==> src/rtl/mpe_pkg.sv <==
// Shared constants for the matrix_pe operand feeders: default widths,
// feeder FSM encoding and on-chip SRAM read latency.
package mpe_pkg;

   localparam int unsigned MPE_DATA_W  = 512;
   localparam int unsigned MPE_ADDR_W  = 16;
   localparam int unsigned SRAM_RD_LAT = 1;

   localparam int unsigned FEED_ST_W = 2;

   localparam logic [FEED_ST_W-1:0] ST_IDLE  = 2'd0;
   localparam logic [FEED_ST_W-1:0] ST_RUN   = 2'd1;
   localparam logic [FEED_ST_W-1:0] ST_DRAIN = 2'd2;
   localparam logic [FEED_ST_W-1:0] ST_DONE  = 2'd3;

endpackage

==> src/rtl/mpe_sync_fifo.sv <==
// Small synchronous FIFO with register-array storage; the head entry is
// presented directly from flops so downstream sees a registered output.
module mpe_sync_fifo #(
   parameter int unsigned DATA_W = 512,
   parameter int unsigned DEPTH  = 2
) (
   input  logic                            clk,
   input  logic                            rst_n,
   input  logic                            push_i,
   input  logic [DATA_W-1:0]               push_data_i,
   input  logic                            pop_i,
   output logic [DATA_W-1:0]               head_o,
   output logic [$clog2(DEPTH):0]          count_o,
   output logic                            empty_o,
   output logic                            full_o
);

   localparam int unsigned PTR_W = (DEPTH > 1) ? $clog2(DEPTH) : 1;
   localparam int unsigned CNT_W = $clog2(DEPTH) + 1;

   logic [DATA_W-1:0] mem_q [DEPTH];
   logic [PTR_W-1:0]  wr_ptr_q;
   logic [PTR_W-1:0]  rd_ptr_q;
   logic [CNT_W-1:0]  count_q;
   logic              push_ok;
   logic              pop_ok;

   assign empty_o = (count_q == '0);
   assign full_o  = (count_q == CNT_W'(DEPTH));
   assign pop_ok  = pop_i && !empty_o;
   // A push into a full FIFO is only honoured when it is freed in the same cycle.
   assign push_ok = push_i && (!full_o || pop_ok);

   always_ff @(posedge clk or negedge rst_n) begin
      if (!rst_n) begin
         for (int i = 0; i < int'(DEPTH); i++) begin
            mem_q[i] <= '0;
         end
         wr_ptr_q <= '0;
         rd_ptr_q <= '0;
         count_q  <= '0;
      end else begin
         if (push_ok) begin
            mem_q[wr_ptr_q] <= push_data_i;
         end
         wr_ptr_q <= wr_ptr_q + PTR_W'(push_ok);
         rd_ptr_q <= rd_ptr_q + PTR_W'(pop_ok);
         count_q  <= count_q + CNT_W'(push_ok) - CNT_W'(pop_ok);
      end
   end

   assign head_o  = mem_q[rd_ptr_q];
   assign count_o = count_q;

endmodule

==> src/rtl/mpe_stream_feeder.sv <==
// Streams a contiguous run of SRAM lines onto a valid/ready operand port,
// credit-gating reads so the output buffer can never overflow.
module mpe_stream_feeder
   import mpe_pkg::*;
#(
   parameter int unsigned DATA_W     = MPE_DATA_W,
   parameter int unsigned ADDR_W     = MPE_ADDR_W,
   parameter int unsigned FIFO_DEPTH = 2
) (
   input  logic              clk,
   input  logic              rst_n,
   input  logic              cfg_start,
   input  logic [ADDR_W-1:0] cfg_base,
   input  logic [ADDR_W-1:0] cfg_len,
   output logic              busy,
   output logic              done,
   output logic              ram_rd_en,
   output logic [ADDR_W-1:0] ram_rd_addr,
   input  logic [DATA_W-1:0] ram_rd_data,
   output logic [DATA_W-1:0] out_data,
   output logic              out_valid,
   input  logic              out_ready
);

   localparam int unsigned CNT_W  = ADDR_W + 1;
   localparam int unsigned FCNT_W = $clog2(FIFO_DEPTH) + 1;
   localparam int unsigned OCC_W  = FCNT_W + 1;

   logic [FEED_ST_W-1:0] state_q, state_d;
   logic [ADDR_W-1:0]    base_q, base_d;
   logic [CNT_W-1:0]     len_q, len_d;
   logic [CNT_W-1:0]     issued_q, issued_d;
   logic [CNT_W-1:0]     accepted_q, accepted_d;
   logic                 inflight_q;
   logic                 busy_q, busy_d;
   logic                 done_q, done_d;

   logic                 pop;
   logic                 rd_en_c;
   logic [OCC_W-1:0]     occ;
   logic [FCNT_W-1:0]    fifo_count;
   logic                 fifo_empty;
   logic                 fifo_full;

   assign pop = out_valid && out_ready;

   // Occupancy the buffer will reach once the outstanding read lands.
   assign occ = OCC_W'(fifo_count) + OCC_W'(inflight_q) - OCC_W'(pop);

   assign rd_en_c = (state_q == ST_RUN) && (issued_q < len_q) &&
                    (occ < OCC_W'(FIFO_DEPTH));

   assign ram_rd_en   = rd_en_c;
   assign ram_rd_addr = base_q + issued_q[ADDR_W-1:0];

   always_comb begin
      state_d    = state_q;
      base_d     = base_q;
      len_d      = len_q;
      issued_d   = issued_q + CNT_W'(rd_en_c);
      accepted_d = accepted_q + CNT_W'(pop);

      case (state_q)
         ST_IDLE: begin
            if (cfg_start) begin
               base_d     = cfg_base;
               len_d      = CNT_W'(cfg_len);
               issued_d   = '0;
               accepted_d = '0;
               state_d    = (cfg_len != '0) ? ST_RUN : ST_DONE;
            end
         end
         ST_RUN: begin
            if (issued_q == len_q) begin
               state_d = ST_DRAIN;
            end
         end
         ST_DRAIN: begin
            if (accepted_d == len_q) begin
               state_d = ST_DONE;
            end
         end
         ST_DONE: begin
            state_d = ST_IDLE;
         end
         default: begin
            state_d = ST_IDLE;
         end
      endcase

      busy_d = (state_d == ST_RUN) || (state_d == ST_DRAIN);
      done_d = (state_d == ST_DONE);
   end

   always_ff @(posedge clk or negedge rst_n) begin
      if (!rst_n) begin
         state_q    <= ST_IDLE;
         base_q     <= '0;
         len_q      <= '0;
         issued_q   <= '0;
         accepted_q <= '0;
         inflight_q <= 1'b0;
         busy_q     <= 1'b0;
         done_q     <= 1'b0;
      end else begin
         state_q    <= state_d;
         base_q     <= base_d;
         len_q      <= len_d;
         issued_q   <= issued_d;
         accepted_q <= accepted_d;
         inflight_q <= rd_en_c;
         busy_q     <= busy_d;
         done_q     <= done_d;
      end
   end

   assign busy = busy_q;
   assign done = done_q;

   // Read data is captured the cycle after the enable; a reset clears inflight so stale returns drop.
   mpe_sync_fifo #(
      .DATA_W (DATA_W),
      .DEPTH  (FIFO_DEPTH)
   ) u_fifo (
      .clk         (clk),
      .rst_n       (rst_n),
      .push_i      (inflight_q),
      .push_data_i (ram_rd_data),
      .pop_i       (pop),
      .head_o      (out_data),
      .count_o     (fifo_count),
      .empty_o     (fifo_empty),
      .full_o      (fifo_full)
   );

   assign out_valid = !fifo_empty;

endmodule
==> config.mk <==
export PLATFORM = sky130hd
export DESIGN_NAME = mpe_stream_feeder
export DESIGN_NICKNAME = d
export VERILOG_FILES = /design/src/rtl/mpe_pkg.sv /design/src/rtl/mpe_sync_fifo.sv /design/src/rtl/mpe_stream_feeder.sv
export SDC_FILE = /design/constraint.sdc
export NUM_CORES = 2
export LEC_CHECK = 0
export CAP_MARGIN = 0
export CORE_AREA = 2 2 426 428
export CTS_CLUSTER_DIAMETER = 50
export CTS_CLUSTER_SIZE = 20
export DETAILED_ROUTE_END_ITERATION = 10
export DIE_AREA = 0 0 428 430
export HOLD_SLACK_MARGIN = 0.02
export PLACE_DENSITY = 0.45
export SLEW_MARGIN = 0
export SYNTH_ARGS = -nofsm -noshare
export SYNTH_HDL_FRONTEND = slang
export SYNTH_SLANG_ARGS = --single-unit
export TNS_END_PERCENT = 20
==> constraint.sdc <==
create_clock -name clk -period 6.93 [get_ports clk]
set_input_delay 1.7325 -clock clk [delete_from_list [all_inputs] [get_ports clk]]
set_output_delay 1.7325 -clock clk [all_outputs]
set_load 0.02 [all_outputs]
==> results.md <==
- Post-DP HPWL: 122000 um
- Crit path largest cell delay: around 0.70 ns
- Worst R2R Start: u_fifo.count_o[1]
- Die height: roughly 430 um
- Most frequent cells in the layout: mux2_2, dfrtp_1, clkdlybuf4s50_1
- Power per cell area: 574 mW/mm^2
- Initial core utilization: 26.8%
- WHS: a little under 0.5 ns
- Initial antenna violation count: 64
- Setup CP Type: primary input to primary output
- Final RePlAce weighted congestion: around 0.8
- Setup WS post-layout: 0.494 ns
- Via count: 30800
- Initial drt markers: 1185
- Yosys reg bits: 1099
- Hold crit path type: flop to flop
- Clk buf depth: 3
- First-pass GRT wire length: 243000 um
- Vias in the first global route: about 33000
- Hold buffers post-CTS: 0
- Post-Syn Instances: between 3000 and 4000
- Detailed-route wire length per cell: 24.5 um
- Reg area: 0.0275 mm^2
- CP Launch Type: primary input
- Final wirelength: between 150000 and 200000 um
- Final cell utilization of the core: between 30% and 40%
- # rows: 156
- Number of synthesis warnings: 0
- Pin count of the biggest net entering global routing: 125
- Critical Path Fanout Max: 2
- Final Skew: about 0.026 ns
- Sink Count: 1099
- Fraction of layout cells with a size suffix above 1: 42.8%
- Unrepaired setup endpoints after global routing: no
- Final nets: 4910
- Worst-path cell chain: clkdlybuf4s50_1 > and2_1 > ha_1 > nor2b_1 > fa_1 > nor4_1 > nand2_1 > a21oi_1 > o21ai_0 > a21oi_1 > clkdlybuf4s50_1
- Worst-path clk slew: ~0.05 ns
- Post-synth cell types: around 60
- Worst Setup SP: out_ready
- Detail Route Antenna Nets: 0
- Least-Margin Pin Slew: about 0.9 ns
- H-tree depth: 4
- Synth Area in Simple Gates: 1.57%
- Compound-Gate Fraction of Synth Area: approximately 1.1%
- GRT Overall Usage: 17.9%
- Commonest non-fill, non-tap cell in the layout: mux2_2
- Net Count, Synth: between 3000 and 4000
- Ys async rst share: 100%
- Final setup fails: 0
- Final Non-Filler Cells: roughly 6800
- Avg Vias per Cell: around 4.5
- Setup crit end kind: primary output
- Grt ovf: 0
- Slew headroom: 40.4%
- Die ar.: 0.184 mm^2
- Placed cells: 6523
- Setup tns final: 0 ns
- Max cap viols: 0
- Final Cycle Share: 92.9%
- Worst ir drop on vdd: 0.274 mV
- Top Ports: 1080
- Largest family of logic cells by synthesized area: multiplexers
- Core Box Area: 0.180 mm^2
- Die X: 428 um
- Post-Synth XOR/XNOR Area: 1.09%
- # fillers: approximately 17000
- Adder-Cell Fraction of Synth Area: 1.15%
- Area growth, synth to finish: 40.5%
- Root Driver: clkbuf_16
- Number of buffers added on ports: 1079
- Worst EP arrival: around 4.7 ns
- P_leak: 0.0276 uW
- Cts bufs inserted: 164
- CP Data Required Time: ~5.2 ns
- Setup bufs post-CTS: 0
- Mux cell area share after synthesis: 36.3%
- Slowest stage cell, crit path: clkdlybuf4s50_1
- Hold_sp: u_fifo.mem_q[232]
- Cts repair resizes: 0
- Syn avg cell area: between 15 and 20 um^2
- DRC viols: 0
- TritonRoute pass-1 iters: 4
- Hold Fails Final Rpt: 0
- Sequential-to-total area share from yosys stat: a little under three fifths
- Min Tclk post-route: 6.44 ns
- Post-synth EDFFs: 0
- CTS tree: yes
- Area of the multi-input gates: between 0.015 and 0.02 mm^2
- Mapped Area: 0.0482 mm^2
- Most used DFF post-synth: dfrtp_1
- Peak Freq: 155 MHz
- Worst skew pair latency: between 0.7 and 0.8 ns
- Final Max Tran Viols: 0
- Dpl ws: 0.497 ns
- Status: complete, no violations
-- state kept, by name, summed over array words and instances (netlist names) --
name / count
u_fifo.wr_ptr_q: 1
inflight_q: 1
issued_q: 17
state_q: 2
base_q: 16
len_q: 16
u_fifo.mem_q: 1024
busy: 1
done: 1
accepted_q: 17
u_fifo.count_o: 2
u_fifo.rd_ptr_q: 1
-- final timing paths --
kind / end / slack [ns] / cells past startpoint
max: ram_rd_en / 0.49 / 11
min: u_fifo.mem_q[232] / 0.50 / 1
max reg2reg: issued_q[14] / 2.87 / 20
min reg2reg: u_fifo.mem_q[232] / 0.50 / 1
max in group asynchronous: u_fifo.mem_q[88] / 4.49 / 2
min in group asynchronous: u_fifo.mem_q[723] / 0.95 / 1
-- logic make-up (layout without fill, tap and decap cells) --
| logic type | Yosys count | count (layout) |
|---|---|---|
| AND/OR/NAND/NOR | 151 | 151 |
| other | 0 | 14 |
| flip-flops | 1099 | 1099 |
| adder cells (fa/ha/maj) | 43 | 43 |
| XOR/XNOR | 60 | 60 |
| buffers and inverters | 221 | 1469 |
| multiplexers | 1554 | 1554 |
| AO/OA/AOI/OAI | 80 | 80 |
-- metal layers --
layer	track usage (%)	wire, um	vias up
met2	31.7	86300	695
met5	0	230	-
met4	4.87	3640	36
li1	-	-	13800
met1	21.1	67500	16000
met3	5.27	9880	284
-- power breakdown --
group          switching, uW  total, uW  internal, uW
sequential              1560      11200          9660
combinational           9140      19000          9900
clock                   3300       8610          5300
-- Yosys cell counts (3+ instances only) --
cell type     n  share of area (%)
xor2_1       32               0.58
buf_4         4              0.062
nor3_1        3              0.031
o22ai_1       3              0.039
nor2_1       43               0.33
nand4_1       5              0.065
a31oi_1       4              0.052
a21oi_1      18               0.19
nand3_1      21               0.22
dfrtp_1    1099                 57
o21ai_0      20               0.21
o31ai_1       3              0.047
mux2_2     1553                 36
nor4_1        7              0.091
inv_1        34               0.26
or2_2         3              0.039
nor2b_1       7              0.091
o21a_1        4              0.062
xnor2_1      28               0.51
ha_1         41                1.1
buf_2         4              0.042
a21o_1        9               0.14
clkbuf_1    175                1.4
and3_1        7              0.091
nand2_1      36               0.28
-- through the flow --
stage                     power (uW)  area [um^2]
after floorplan                22000        48200
after global placement         30500        62000
after detailed placement       30600        62000
after CTS                      39600        67700
after global routing           40900        67700
final                          38900        67800
-- worst max-delay path: cells and delay by family --
family / cells / cell delay, ns
fa+ha+maj: 2 / 0.67
compound gates: 3 / 0.46
simple gates: 4 / 0.65
buf+inv: 2 / 1.18
-- area by class of cell --
cell class	instances	area share, %
Antenna cell	14	0.0517
Tap cell	2370	4.38
Multi-Input combinational cell	1888	29.3
Inverter	34	0.188
Clock buffer	208	6.78
Clock inverter	95	1.62
Sequential cell	1099	40.6
Timing Repair Buffer	1132	17.0
Note: power is estimated with default switching activity, not from simulation.
